$ cat src/rtl/rb_pkg.sv
// rtl/rb_pkg.sv - shared sizing helpers, FSM encoding and lane mapping for the row-buffer stream controller
package rb_pkg;

   localparam int DEF_PIXEL_BITS   = 8;
   localparam int DEF_IMAGE_WIDTH  = 512;
   localparam int DEF_IMAGE_HEIGHT = 512;
   localparam int DEF_KERNEL_SIZE  = 5;

   typedef enum logic {
      FILL = 1'b0,
      RUN  = 1'b1
   } rb_state_t;

   // Number of row buffers for a given maximum kernel height.
   function automatic int rb_count(input int kernel_size);
      return kernel_size - 1;
   endfunction

   // Width of an index that selects one row buffer; never narrower than 1 bit.
   function automatic int rb_idx_w(input int n);
      return (n > 1) ? $clog2(n) : 1;
   endfunction

   // BRAM write address width: rb*IMAGE_WIDTH + x.
   function automatic int rb_waddr_w(input int kernel_size, input int image_width);
      return $clog2(rb_count(kernel_size) * image_width);
   endfunction

   // BRAM read address width: column x only.
   function automatic int rb_raddr_w(input int image_width);
      return $clog2(image_width);
   endfunction

   // Buffer holding row y-k while row y is written into buffer wr_rb.
   function automatic int rb_lane_idx(input int wr_rb, input int k, input int n);
      return (wr_rb + n - (k % n)) % n;
   endfunction

endpackage

$ cat src/rtl/rb_lane_rotate.sv
// rtl/rb_lane_rotate.sv - reorders BRAM read lanes into oldest-row-on-top column order and masks unused lanes
module rb_lane_rotate
   import rb_pkg::*;
#(
   parameter int  PIXEL_BITS  = DEF_PIXEL_BITS,
   parameter int  KERNEL_SIZE = DEF_KERNEL_SIZE,
   localparam int RB_CNT      = rb_count(KERNEL_SIZE),
   localparam int RBW         = rb_idx_w(RB_CNT)
) (
   input  logic [PIXEL_BITS-1:0]             live_pix,
   input  logic [PIXEL_BITS*RB_CNT-1:0]      rdata,
   input  logic [RBW-1:0]                    wr_rb,
   input  logic                              short_kernel,
   output logic [PIXEL_BITS*KERNEL_SIZE-1:0] col
);

   int k_eff;

   // Lane 0 is the live pixel; lane k comes from the buffer written k rows ago, zero beyond K_eff.
   always_comb begin
      k_eff = short_kernel ? 3 : KERNEL_SIZE;
      col   = '0;
      col[PIXEL_BITS-1:0] = live_pix;
      for (int k = 1; k < KERNEL_SIZE; k++) begin
         if (k < k_eff) begin
            col[k*PIXEL_BITS +: PIXEL_BITS] =
               rdata[rb_lane_idx(int'(wr_rb), k, RB_CNT)*PIXEL_BITS +: PIXEL_BITS];
         end
      end
   end

endmodule

$ cat src/rtl/rb_stream_ctrl.sv
// rtl/rb_stream_ctrl.sv - raster stream to KERNEL_SIZE-tall column controller over circular row buffers (optional RB_STREAM_STATS_EN)
module rb_stream_ctrl
   import rb_pkg::*;
#(
   parameter int  PIXEL_BITS   = DEF_PIXEL_BITS,
   parameter int  IMAGE_WIDTH  = DEF_IMAGE_WIDTH,
   parameter int  IMAGE_HEIGHT = DEF_IMAGE_HEIGHT,
   parameter int  KERNEL_SIZE  = DEF_KERNEL_SIZE,
   localparam int RB_CNT       = rb_count(KERNEL_SIZE),
   localparam int RBW          = rb_idx_w(RB_CNT),
   localparam int AW           = rb_waddr_w(KERNEL_SIZE, IMAGE_WIDTH),
   localparam int XW           = rb_raddr_w(IMAGE_WIDTH),
   localparam int YW           = $clog2(IMAGE_HEIGHT)
) (
   input  logic                              clk,
   input  logic                              rst,
   input  logic                              kernel_size,
   input  logic                              pix_valid,
   output logic                              pix_ready,
   input  logic [PIXEL_BITS-1:0]             pix_data,
   output logic                              bram_we,
   output logic [AW-1:0]                     bram_waddr,
   output logic [PIXEL_BITS-1:0]             bram_wdata,
   output logic                              bram_re,
   output logic [XW-1:0]                     bram_raddr,
   input  logic [PIXEL_BITS*RB_CNT-1:0]      bram_rdata,
   output logic                              col_valid,
   input  logic                              col_ready,
   output logic [PIXEL_BITS*KERNEL_SIZE-1:0] col_data,
   output logic [XW-1:0]                     col_x,
   output logic                              col_last,
   output logic                              frame_done
`ifdef RB_STREAM_STATS_EN
   ,
   output logic [31:0]                       stall_cnt,
   output logic [15:0]                       frame_cnt
`endif
);

   logic [XW-1:0]  x;
   logic [YW-1:0]  y;
   logic [RBW-1:0] wr_rb;
   logic           k_short;
   rb_state_t      state, state_nxt;

   logic                   s1_valid;
   logic                   s1_fresh;
   logic                   s1_emit;
   logic                   s1_row_last;
   logic                   s1_short;
   logic [PIXEL_BITS-1:0]  s1_pix;
   logic [XW-1:0]          s1_x;
   logic [RBW-1:0]         s1_rb;

   logic [PIXEL_BITS*RB_CNT-1:0]      hold_rdata;
   logic [PIXEL_BITS*RB_CNT-1:0]      rdata_sel;
   logic [PIXEL_BITS*KERNEL_SIZE-1:0] rot_col;
   logic                              out_row_last;

   logic           out_free;
   logic           accept;
   logic           x_last;
   logic           y_last;
   logic [YW-1:0]  fill_last_row;

   assign out_free      = !col_valid | col_ready;
   assign pix_ready     = !rst & (!s1_valid | out_free);
   assign accept        = pix_valid & pix_ready;
   assign x_last        = (x == XW'(IMAGE_WIDTH - 1));
   assign y_last        = (y == YW'(IMAGE_HEIGHT - 1));
   assign fill_last_row = k_short ? YW'(1) : YW'(KERNEL_SIZE - 2);

   // Read the whole column of buffered rows in the accept cycle; write the new pixel one cycle later.
   assign bram_re    = accept;
   assign bram_raddr = accept ? x : '0;
   assign bram_we    = s1_fresh;
   assign bram_waddr = s1_fresh ? (AW'(s1_rb) * AW'(IMAGE_WIDTH) + AW'(s1_x)) : '0;
   assign bram_wdata = s1_fresh ? s1_pix : '0;

   // Raster position, circular buffer pointer and per-frame kernel height selection.
   always_ff @(posedge clk) begin
      if (rst) begin
         x       <= '0;
         y       <= '0;
         wr_rb   <= '0;
         k_short <= 1'b0;
      end else if (accept) begin
         if (x == '0 && y == '0) begin
            k_short <= kernel_size;
         end
         if (x_last) begin
            x <= '0;
            if (y_last) begin
               y     <= '0;
               wr_rb <= '0;
            end else begin
               y     <= y + 1'b1;
               wr_rb <= (wr_rb == RBW'(RB_CNT - 1)) ? '0 : wr_rb + 1'b1;
            end
         end else begin
            x <= x + 1'b1;
         end
      end
   end

   // FSM state register.
   always_ff @(posedge clk) begin
      if (rst) begin
         state <= FILL;
      end else begin
         state <= state_nxt;
      end
   end

   // FILL until the row before the first full window has been accepted; RUN until the frame's last pixel.
   always_comb begin
      state_nxt = state;
      case (state)
         FILL: if (accept && x_last && y == fill_last_row) state_nxt = RUN;
         RUN:  if (accept && x_last && y_last)             state_nxt = FILL;
         default: state_nxt = FILL;
      endcase
   end

   // S1 stage: one pixel in flight, waiting for its BRAM read data and a free output slot.
   always_ff @(posedge clk) begin
      if (rst) begin
         s1_valid    <= 1'b0;
         s1_fresh    <= 1'b0;
         s1_emit     <= 1'b0;
         s1_row_last <= 1'b0;
         s1_short    <= 1'b0;
         s1_pix      <= '0;
         s1_x        <= '0;
         s1_rb       <= '0;
      end else begin
         s1_fresh <= accept;
         if (accept) begin
            s1_valid    <= 1'b1;
            s1_emit     <= (state == RUN);
            s1_row_last <= y_last;
            s1_short    <= k_short;
            s1_pix      <= pix_data;
            s1_x        <= x;
            s1_rb       <= wr_rb;
         end else if (out_free) begin
            s1_valid <= 1'b0;
         end
      end
   end

   // Read data is only on the BRAM port for one cycle, so keep it if the output is stalled.
   always_ff @(posedge clk) begin
      if (rst) begin
         hold_rdata <= '0;
      end else if (s1_fresh && !out_free) begin
         hold_rdata <= bram_rdata;
      end
   end

   assign rdata_sel = s1_fresh ? bram_rdata : hold_rdata;

   rb_lane_rotate #(
      .PIXEL_BITS  (PIXEL_BITS),
      .KERNEL_SIZE (KERNEL_SIZE)
   ) u_rotate (
      .live_pix     (s1_pix),
      .rdata        (rdata_sel),
      .wr_rb        (s1_rb),
      .short_kernel (s1_short),
      .col          (rot_col)
   );

   // Output register: load an emitting S1 pixel whenever the slot is free.
   always_ff @(posedge clk) begin
      if (rst) begin
         col_valid    <= 1'b0;
         col_data     <= '0;
         col_x        <= '0;
         col_last     <= 1'b0;
         out_row_last <= 1'b0;
      end else if (out_free) begin
         if (s1_valid && s1_emit) begin
            col_valid    <= 1'b1;
            col_data     <= rot_col;
            col_x        <= s1_x;
            col_last     <= (s1_x == XW'(IMAGE_WIDTH - 1));
            out_row_last <= s1_row_last;
         end else begin
            col_valid <= 1'b0;
         end
      end
   end

   // Pulse once the last column of the last row has been taken downstream.
   always_ff @(posedge clk) begin
      if (rst) begin
         frame_done <= 1'b0;
      end else begin
         frame_done <= col_valid & col_ready & col_last & out_row_last;
      end
   end

`ifdef RB_STREAM_STATS_EN
   // Back-pressure cycle count and saturating frame count.
   always_ff @(posedge clk) begin
      if (rst) begin
         stall_cnt <= '0;
         frame_cnt <= '0;
      end else begin
         if (col_valid && !col_ready) begin
            stall_cnt <= stall_cnt + 32'd1;
         end
         if (frame_done && frame_cnt != 16'hFFFF) begin
            frame_cnt <= frame_cnt + 16'd1;
         end
      end
   end
`endif

endmodule

$ cat config.mk
export PLATFORM = sky130hd
export DESIGN_NAME = rb_stream_ctrl
export DESIGN_NICKNAME = d
export VERILOG_FILES = /design/src/rtl/rb_pkg.sv /design/src/rtl/rb_lane_rotate.sv /design/src/rtl/rb_stream_ctrl.sv
export SDC_FILE = /design/constraint.sdc
export NUM_CORES = 1
export LEC_CHECK = 0
export CORE_AREA = 2 2 113 115
export CTS_CLUSTER_DIAMETER = 60
export DETAILED_ROUTE_END_ITERATION = 12
export DIE_AREA = 0 0 115 117
export PLACE_DENSITY = 0.79
export SLEW_MARGIN = 20
export SYNTH_ARGS = -nofsm -noshare
export SYNTH_HDL_FRONTEND = slang
export SYNTH_HIERARCHICAL = 1
export SYNTH_SLANG_ARGS = --single-unit
$ cat constraint.sdc
create_clock -name clk -period 2.6 [get_ports clk]
set_clock_uncertainty 0.1 [all_clocks]
set_input_delay 0.52 -clock clk [delete_from_list [all_inputs] [get_ports clk]]
set_output_delay 0.52 -clock clk [all_outputs]
set_load 0.01 [all_outputs]
# --- Word-level counts from Yosys, hierarchy flattened ---
# Index checks and enable logic that the tools add are counted.
totals:
  reg_bits: 131
  out_inout_bits: 83
  word_cells: 93
  in_bits: 45
op_classes:
  order_cmp: 4
  shift: 4
  n_reduce_logical: 20
  addsub: 8
  n_mux: 20
  n_bitwise: 12
  n_eq_ne: 5
op_table:
  columns: ["op", "count"]
  rows:
  - ["32-bit by 6-bit indexed part select with 8-bit output", 4]
  - ["3-bit by 32-bit less-than comparator with 1-bit output (first input constant)", 2]
  - ["32-bit by 3-bit subtractor with 32-bit output (second input constant)", 2]
  - ["8-bit two-way mux", 5]
  - ["2-bit by 32-bit less-than comparator with 1-bit output (first input constant)", 1]
  - ["4-bit by 32-bit less-than comparator with 1-bit output (first input constant)", 1]
  - ["32-bit two-way mux", 1]
  - ["32-bit by 2-bit subtractor with 32-bit output (second input constant)", 1]
  - ["9-bit equality test (second input constant)", 3]
  - ["9-bit two-way mux", 3]
  - ["9-bit by 1-bit adder with 9-bit output (second input constant)", 2]
  - ["9-bit logical NOT", 2]
  - ["11-bit by 9-bit adder with 11-bit output", 1]
  - ["11-bit two-way mux", 1]
  - ["9-bit by 2-bit equality test with 1-bit output", 1]
  - ["1-bit bitwise AND", 8]
  - ["2-bit OR reduction", 4]
  - ["1-bit logical AND", 6]
  - ["2-bit two-way mux", 3]
  - ["2-bit AND reduction", 3]
  - ["1-bit two-way mux", 5]
  - ["2-bit by 3-bit adder with 4-bit output (second input constant)", 1]
  - ["1-bit logical NOT", 4]
  - ["3-bit two-way mux", 1]
  - ["7 further kinds", 8]

# --- Logic depth before layout (Yosys ltp) ---
# Gate-level depths: netlist (run 1).
logic_depth:
  ltp_word: 9
  depth_mapped: 8
  ltp_nobuf: 8

# --- Modules after synthesis ---
# Netlist (run 1), hierarchy kept.
by_module_without_submodules:
  columns: ["module", "seq_area_each_um2", "area_per_inst_um2", "cells_per_inst", "n_inst"]
  rows:
  - ["rb_stream_ctrl", 2622.5, 5422.7, 681, 1]
  - ["rb_lane_rotate", 0.0, 729.4, 84, 1]

# --- Least setup slack after synthesis (run 1) ---
# Ideal clock, no wire load.
synth_timing:
  path_kind: "register to register"
  startpoint: "register x[2]"
  endpoint: "register wr_rb[0]"
  required_ns: 2.430
  t_arrival_ns: 1.856
  period_less_slack_ns: 2.026
  path_buffers: 0
  setup_time_ns: 0.070
  path_stages_with_launch: 9
  slack_ns: 0.574
  cell_sequence: "dfxtp_1 > and4_1 > nand2_1 > nor2_1 > ha_1 > nand3b_1 > nand2b_4 > or4_1 > a21oi_1"
synth_between:
  elab_chain_cells: 2
synth_rtl:
  columns: ["item", "line_no", "rtl"]
  rows:
  - ["from (decl)", "rb_stream_ctrl.sv:40", "logic [XW-1:0] x;"]
  - ["from (signal assigned)", "rb_stream_ctrl.sv:101", "x <= x + 1'b1;"]
  - ["9-bit equality test", "rb_stream_ctrl.sv:69", "assign x_last = (x == XW'(IMAGE_WIDTH - 1));"]
  - ["2-bit AND reduction (no line)", null, null]
  - ["to (signal assigned)", "rb_stream_ctrl.sv:98", "wr_rb <= (wr_rb == RBW'(RB_CNT - 1)) ? '0 : wr_rb + 1'b1;"]
  - ["to (decl)", "rb_stream_ctrl.sv:42", "logic [RBW-1:0] wr_rb;"]
# Every way passes these cells.
# A chain may end at the register's enable or synchronous reset.

# --- Worst setup path in the final report (run 1) ---
layout_timing:
  startpoint: "input port pix_valid"
  endpoint: "output port bram_raddr[5]"
layout_between:
  elab_chain_cells: 2
layout_rtl:
  columns: ["item", "line_no", "rtl"]
  rows:
  - ["from (decl)", "rb_stream_ctrl.sv:18", "input logic pix_valid,"]
  - ["1-bit bitwise AND", "rb_stream_ctrl.sv:68", "assign accept = pix_valid & pix_ready;"]
  - ["9-bit two-way mux", "rb_stream_ctrl.sv:75", "assign bram_raddr = accept ? x : '0;"]
  - ["to (decl)", "rb_stream_ctrl.sv:25", "output logic [XW-1:0] bram_raddr,"]
# Every way passes these cells.

==> results of run 1 <==
[kinds of logic (layout without fill, tap and decap cells)]
| kind of cell | Yosys count | after routing |
|---|---|---|
| AO/OA/AOI/OAI | 127 | 127 |
| XOR/XNOR | 10 | 10 |
| multiplexers | 81 | 81 |
| flip-flops | 131 | 131 |
| AND/OR/NAND/NOR | 332 | 332 |
| buffers and inverters | 77 | 208 |
| adder cells (fa/ha/maj) | 7 | 7 |
[metrics by stage]
stage | power, mW | setup WS (ps) | util [%]
6_report | 4.763 | 173.7 | 66.50
5_1_grt | 4.897 | 52.80 | 66.50
4_1_cts | 4.775 | 39.32 | 66.48
3_5_place_dp | 2.361 | -205.7 | 61.67
3_3_place_gp | 2.360 | -200.1 | 61.67
2_1_floorplan | 2.232 | 574.0 | -
[worst max-delay path, delay by kind of cell]
family        cells  cell delay (ps)
buf+inv           5              940
simple gates      3              350
[state kept, by name (all words and copies together), names as in the netlist, 2 cells and up]
name        flops
col_data       40
hold_rdata     32
col_x           9
s1_x            9
x               9
y               9
s1_pix          8
s1_rb           2
wr_rb           2
[repair_timing]
action | CTS | global route
cloned | 0 | 0
buffers inserted | 0 | 0
resized for setup | 11 | 1
endpoints found under the setup margin | 10 | 1
[cell type report]
| type | count | area (sq um) | share of cell area (%) |
|---|---|---|---|
| timing repair buffer | 159 | 1540 | 18.81 |
| inverter | 17 | 63.81 | 0.7793 |
| tap | 150 | 187.7 | 2.292 |
| multi-input combinational | 557 | 3169 | 38.71 |
| sequential | 131 | 2625 | 32.06 |
| clock buffer | 19 | 442.9 | 5.410 |
| clock inverter | 13 | 158.9 | 1.941 |
[power breakdown]
part / internal [mW] / leakage [nW] / switching, mW
registers: 2.02 / 1.06 / 0.0171
clock network: 1.53 / 0.289 / 0.911
logic: 0.139 / 1.63 / 0.141
total: 3.69 / 2.98 / 1.07
[worst paths after layout]
path	startpoint	end	slack [ps]	depth (start not counted)
worst max register to register	x[5]$_SDFFE_PP0N_	wr_rb[0]$_SDFFE_PP0P_	260	8
worst min-delay path	s1_row_last$_SDFFE_PP0N_	out_row_last$_SDFFE_PP0P_	350	2
worst max-delay path	pix_valid	bram_raddr[5]	170	8
worst min register to register	s1_row_last$_SDFFE_PP0N_	out_row_last$_SDFFE_PP0P_	350	2
[placed cells by master, fill, tap and decap left out, types with 2 or more instances in the layout]
master	n
nand2_1	232
dfxtp_1	129
clkdlybuf4s50_1	115
a21oi_1	102
mux2i_1	49
mux2_2	32
buf_4	29
and2_1	21
nor2_1	20
nand3_1	18
clkbuf_16	17
inv_1	16
o22ai_1	16
dlygate4sd2_1	10
nand4_1	7
ha_1	7
xnor2_1	6
or4_1	5
xor2_1	4
nand3b_1	4
nor4_1	4
clkinv_2	4
clkinvlp_4	3
bufinv_16	3
buf_12	3
nand2b_1	2
and3_1	2
a31oi_1	2
or3_1	2
nor3_1	2
o21ai_0	2
dfxtp_2	2
clkinv_4	2
[metal layers]
layer  up-vias  wire, microns  global-route usage, %
li1       2796              -                      -
met5         -              0                      0
met1      2593           6834                  29.75
met4         0            385                  8.996
met3        33           1006                  6.849
met2       177           8061                  42.43
==> summary.txt, run 1 <==
status: finished, final reports clean
Worst-Skew Late Latency: 420 ps
Syn Area/Cell: 8.042 sq um
Antenna Cells: 0
total iterations of the first detailed-routing run: 5
XOR/XNOR Fraction of Synth Area: 1.424%
DRT Wirelength: 16.29 mm
most instantiated library cell after synthesis: nand2_1
Seq/Total Area, Yosys: 42.63%
post-synthesis mux area share: 13.83%
Netlist cell types: 45
placed cells: 1014
min Tclk post-route: 2426 ps
Area Growth Syn to Fin: 33.09%
Site Rows: 41
clock root cell: clkbuf_16
leak pwr: 2.975 nW
core area: 12310 sq um
#FFs+latches synth: 131
# fillers: 1033
Hold Vio Cnt, Final: 0
CP Class: primary input to primary output
most frequent CP cell: nand2_1
DRC: 0
fraction of the mapped netlist area in adder cells: 1.424%
Top Ports: 128
area leader, netlist: dfxtp_1
Tcrit/Tclk final: 93.32%
Max VDD drop: 383.1 uV
power per cell area: 581.7 nW/um^2
GPL Wtd Cong: 0.8425
Synth Area in Simple Gates: 23.73%
Main synth FF type: dfxtp_1
CP Launch Type: primary input
Yosys warning count: 6
hold buffers post-CTS: 0
Worst-Margin Slew: 796.0 ps
post-route cell area: 8188 sq um
largest family of logic cells by synthesized area: simple AND/OR/NAND/NOR gates
unrepaired setup endpoints after global routing: false
Crit. End Element: primary output
ratio of cells with drive above 1 in the final layout: 11.83%
gr usage total: 24.70%
Num CTS Buffers: 17
asr flop ratio synth: 0%
clk buf depth: 2
Die H: 117 microns
post-synthesis cell area: 6152 sq um
setup_tns: 0 ps
initial antenna violation count: 0
Mapped Cells: 765
die area: 13460 sq um
max frequency: 412.2 MHz
number of synthesized flops with an enable pin: 0
grt ovf: 0
I/O Buffers: 127
Max-Cap Viols: 0
vias in the first global route: 5270
DP HPWL: 10.97 mm
Synth top area share: 42.63%
WP data required: 1980 ps
min-delay worst type: flop to flop
largest net degree at the start of global routing: 76
first-pass GRT wire length: 26.10 mm
CP peak stage delay: 410 ps
DR vias/cell: 5.353
hold_ws: 348.0 ps
Worst EP arrival: 1810 ps
Vias: 5599
net count after synthesis: 817
fin cells: 1046
Starting Density: 49.97%
CTS Sinks: 131
Setup violations, final: 0
synth top area cells: dfxtp_1, nand2_1, a21oi_1
htree depth: 4
CTS tree: built
CP max stage cell: clkdlybuf4s50_1
Routed WL per cell: 15.57 microns
Antenna Nets Post-Route: 0
critical path peak fanout: 12
compound-gate portion of the synthesized area: 10.90%
Final nets: 935
Clock Pin Slew Worst Setup and Hold Paths: 60 ps
Post-synth top cells: nand2_1, dfxtp_1, a21oi_1, mux2i_1, mux2_2
DRT iter0 DRCs: 376
Slew Limit Fails: 0
max_slew headroom: 46.93%
Chip Width: 115 microns
dpl cell area: 7592 sq um
CP cell instances: clkdlybuf4s50_1 > and2b_1 > nand2_1 > clkinv_1 > buf_6 > nand2_1 > inv_1 > dlygate4sd2_1
Power figures use the tool's default switching activity.
==> inputs of run 2 (changes only) <==
- MAX_ROUTING_LAYER: unset -> met4
- REMOVE_ABC_BUFFERS: unset -> 1
==> run 2 against run 1 <==
Total power is 4.2% lower. Register-to-register slack worse by 130 ps. Die area stayed put. Via count is 1.1% higher. Combinational power hardly changed. Global-route usage is 0.35 points lower.
==> summary.txt, run 2 (synthesized netlist as in run 1, its figures left out) <==
status: finished, final reports clean (unchanged)
clk buf depth: 2 (unchanged)
Post-CTS Resized: 10 (was 11)
Chip Width: 115 microns (unchanged)
power per cell area: 559.4 nW/um^2 (was 581.7 nW/um^2)
clock root cell: clkbuf_16 (unchanged)
Slew Limit Fails: 0 (unchanged)
min Tclk post-route: 2490 ps (was 2426 ps)
Starting Density: 49.97% (unchanged)
flop2flop setup slack: 130 ps (was 260 ps)
total iterations of the first detailed-routing run: 5 (unchanged)
Final nets: 932 (was 935)
post-route cell area: 8158 sq um (was 8188 sq um)
DRT iter0 DRCs: 331 (was 376)
CP bufs+invs: 5 (unchanged)
DRC: 0 (unchanged)
Critical Path Start: col_ready (was pix_valid)
CP cell instances: clkdlybuf4s50_1 > nand3b_4 > nand2_2 > clkinv_1 > buf_12 > nand2_1 > inv_1 > dlygate4sd2_1 (was clkdlybuf4s50_1 > and2b_1 > nand2_1 > clkinv_1 > buf_6 > nand2_1 > inv_1 > dlygate4sd2_1)
hold buffers post-CTS: 0 (unchanged)
Area Growth Syn to Fin: 32.60% (was 33.09%)
Tcrit/Tclk final: 95.78% (was 93.32%)
max frequency: 401.6 MHz (was 412.2 MHz)
max reg flops: 40 (unchanged)
critical path peak fanout: 12 (unchanged)
Logic pwr share: 6.1% (was 5.9%)
DP HPWL: 10.38 mm (was 10.97 mm)
htree depth: 4 (unchanged)
sw frac: 22.39% (was 22.44%)
Worst Hold End: hold_rdata[28]$_SDFFE_PP0P_ (was out_row_last$_SDFFE_PP0P_)
ratio of cells with drive above 1 in the final layout: 11.55% (was 11.83%)
I/O Buffers: 127 (unchanged)
Biggest register: col_data (unchanged)
Hold Crit Start: hold_rdata[28]$_SDFFE_PP0P_ (was s1_row_last$_SDFFE_PP0N_)
Worst-Skew Late Latency: 420 ps (about the same)
min-delay worst type: flop to flop (unchanged)
gr usage total: 24.35% (was 24.70%)
CP Launch Type: primary input (unchanged)
hold_ws: 350.4 ps (was 348.0 ps)
largest net degree at the start of global routing: 92 (was 76)
Clock Pin Slew Worst Setup and Hold Paths: 50 ps (was 60 ps)
dpl cell area: 7575 sq um (was 7592 sq um)
Worst-Margin Slew: 689.5 ps (was 796.0 ps)
vias in the first global route: 5342 (was 5270)
Top Ports: 128 (unchanged)
leak pwr: 2.977 nW (was 2.975 nW)
initial antenna violation count: 0 (unchanged)
CP peak stage delay: 430 ps (was 410 ps)
CTS tree: built (unchanged)
commonest non-fill, non-tap cell in the layout: nand2_1 (unchanged)
Num CTS Buffers: 17 (unchanged)
Routed WL per cell: 15.34 microns (was 15.57 microns)
Antenna Cells: 0 (unchanged)
CTS Sinks: 131 (unchanged)
Crit Reg-Reg Endpoint: wr_rb[0]$_SDFFE_PP0P_ (unchanged)
CP Class: primary input to primary output (unchanged)
Max-Cap Viols: 0 (unchanged)
Crit. End Element: primary output (unchanged)
Antenna Nets Post-Route: 0 (unchanged)
DR vias/cell: 5.434 (was 5.353)
Largest regs: col_data (40), hold_rdata (32) (unchanged)
die area: 13460 sq um (unchanged)
Sw Pwr: 1.022 mW (was 1.069 mW)
max_slew headroom: 54.04% (was 46.93%)
commonest cells after routing, fill and taps aside: nand2_1, dfxtp_1, clkdlybuf4s50_1 (unchanged)
Max VDD drop: 343.2 uV (was 383.1 uV)
grt ovf: 0 (unchanged)
Die H: 117 microns (unchanged)
core area: 12310 sq um (unchanged)
Site Rows: 41 (unchanged)
GPL Wtd Cong: 0.8479 (was 0.8425)
Setup violations, final: 0 (unchanged)
Worst EP arrival: 1870 ps (was 1810 ps)
WP data required: 1980 ps (about the same)
first-pass GRT wire length: 25.20 mm (was 26.10 mm)
Vias: 5662 (was 5599)
Reg2Reg Depth: 8 (unchanged)
DRT Wirelength: 15.99 mm (was 16.29 mm)
unrepaired setup endpoints after global routing: false (unchanged)
delay-heaviest family, CP: buffers and inverters (unchanged)
CP max stage cell: clkdlybuf4s50_1 (unchanged)
internal power: 3.541 mW (was 3.694 mW)
WHS Path Cells: 2 (unchanged)
Post-CTS Setup Inserts: 0 (unchanged)
register share of total power: 44.8% (was 42.8%)
Reg-to-Reg Start: x[4]$_SDFFE_PP0N_ (was x[5]$_SDFFE_PP0N_)
Clock power frac: 49.1% (was 51.3%)
Hold Vio Cnt, Final: 0 (unchanged)
run 2: area by class of cell:
class	count	area, sq um
clock buffers	21	470.5
multi-input cells	557	3181
repair buffers	156	1546
clock inverters	10	83.83
well taps	150	187.7
flip-flops and latches	131	2625
inverters	17	63.81
fillers	1026	4154
run 2: worst max-delay path by stage:
| stage | endpoint | cells past startpoint |
|---|---|---|
| 2_1_floorplan | bram_raddr[0] | 5 |
| 3_3_place_gp | bram_raddr[4] | 8 |
| 3_5_place_dp | bram_raddr[2] | 8 |
| 4_1_cts | pix_ready | 5 |
| 5_1_grt | wr_rb[0]$_SDFFE_PP0P_ | 8 |
| 6_report | bram_raddr[2] | 8 |
run 2: tightest hold or removal path, cell delays in order, from the launching register on:
cell	delay [ps]
dfxtp_1	300
nand2_1	50
a21oi_1	50
run 2: metal layers:
metal	global-route usage, %	wire length (microns)	vias up
met1	29.34	7103	2632
met3	6.128	1155	31
met4	8.193	224	0
met2	40.04	7502	196
met5	-	0	-
li1	-	-	2803
run 2: stage by stage:
stage	instances	power (mW)	setup TNS, ps	util [%]	setup WS, ps
after floorplan	705	2.191	-2717	-	-301.8
after global placement	1010	2.359	-662.8	61.52	-78.85
after detailed placement	1010	2.361	-1127	61.52	-140.9
after CTS	1041	4.590	0	65.92	42.05
after global routing	1042	4.683	0	66.26	24.20
final	1042	4.563	0	66.26	109.8
run 2: power groups by stage:
stage	registers [mW]	clock network (mW)	logic, mW
after global placement	2.09	0	0.272
final	2.04	2.24	0.277
after floorplan	2.09	0	0.104
after detailed placement	2.09	0	0.275
after global routing	2.05	2.34	0.299
after CTS	2.04	2.27	0.276
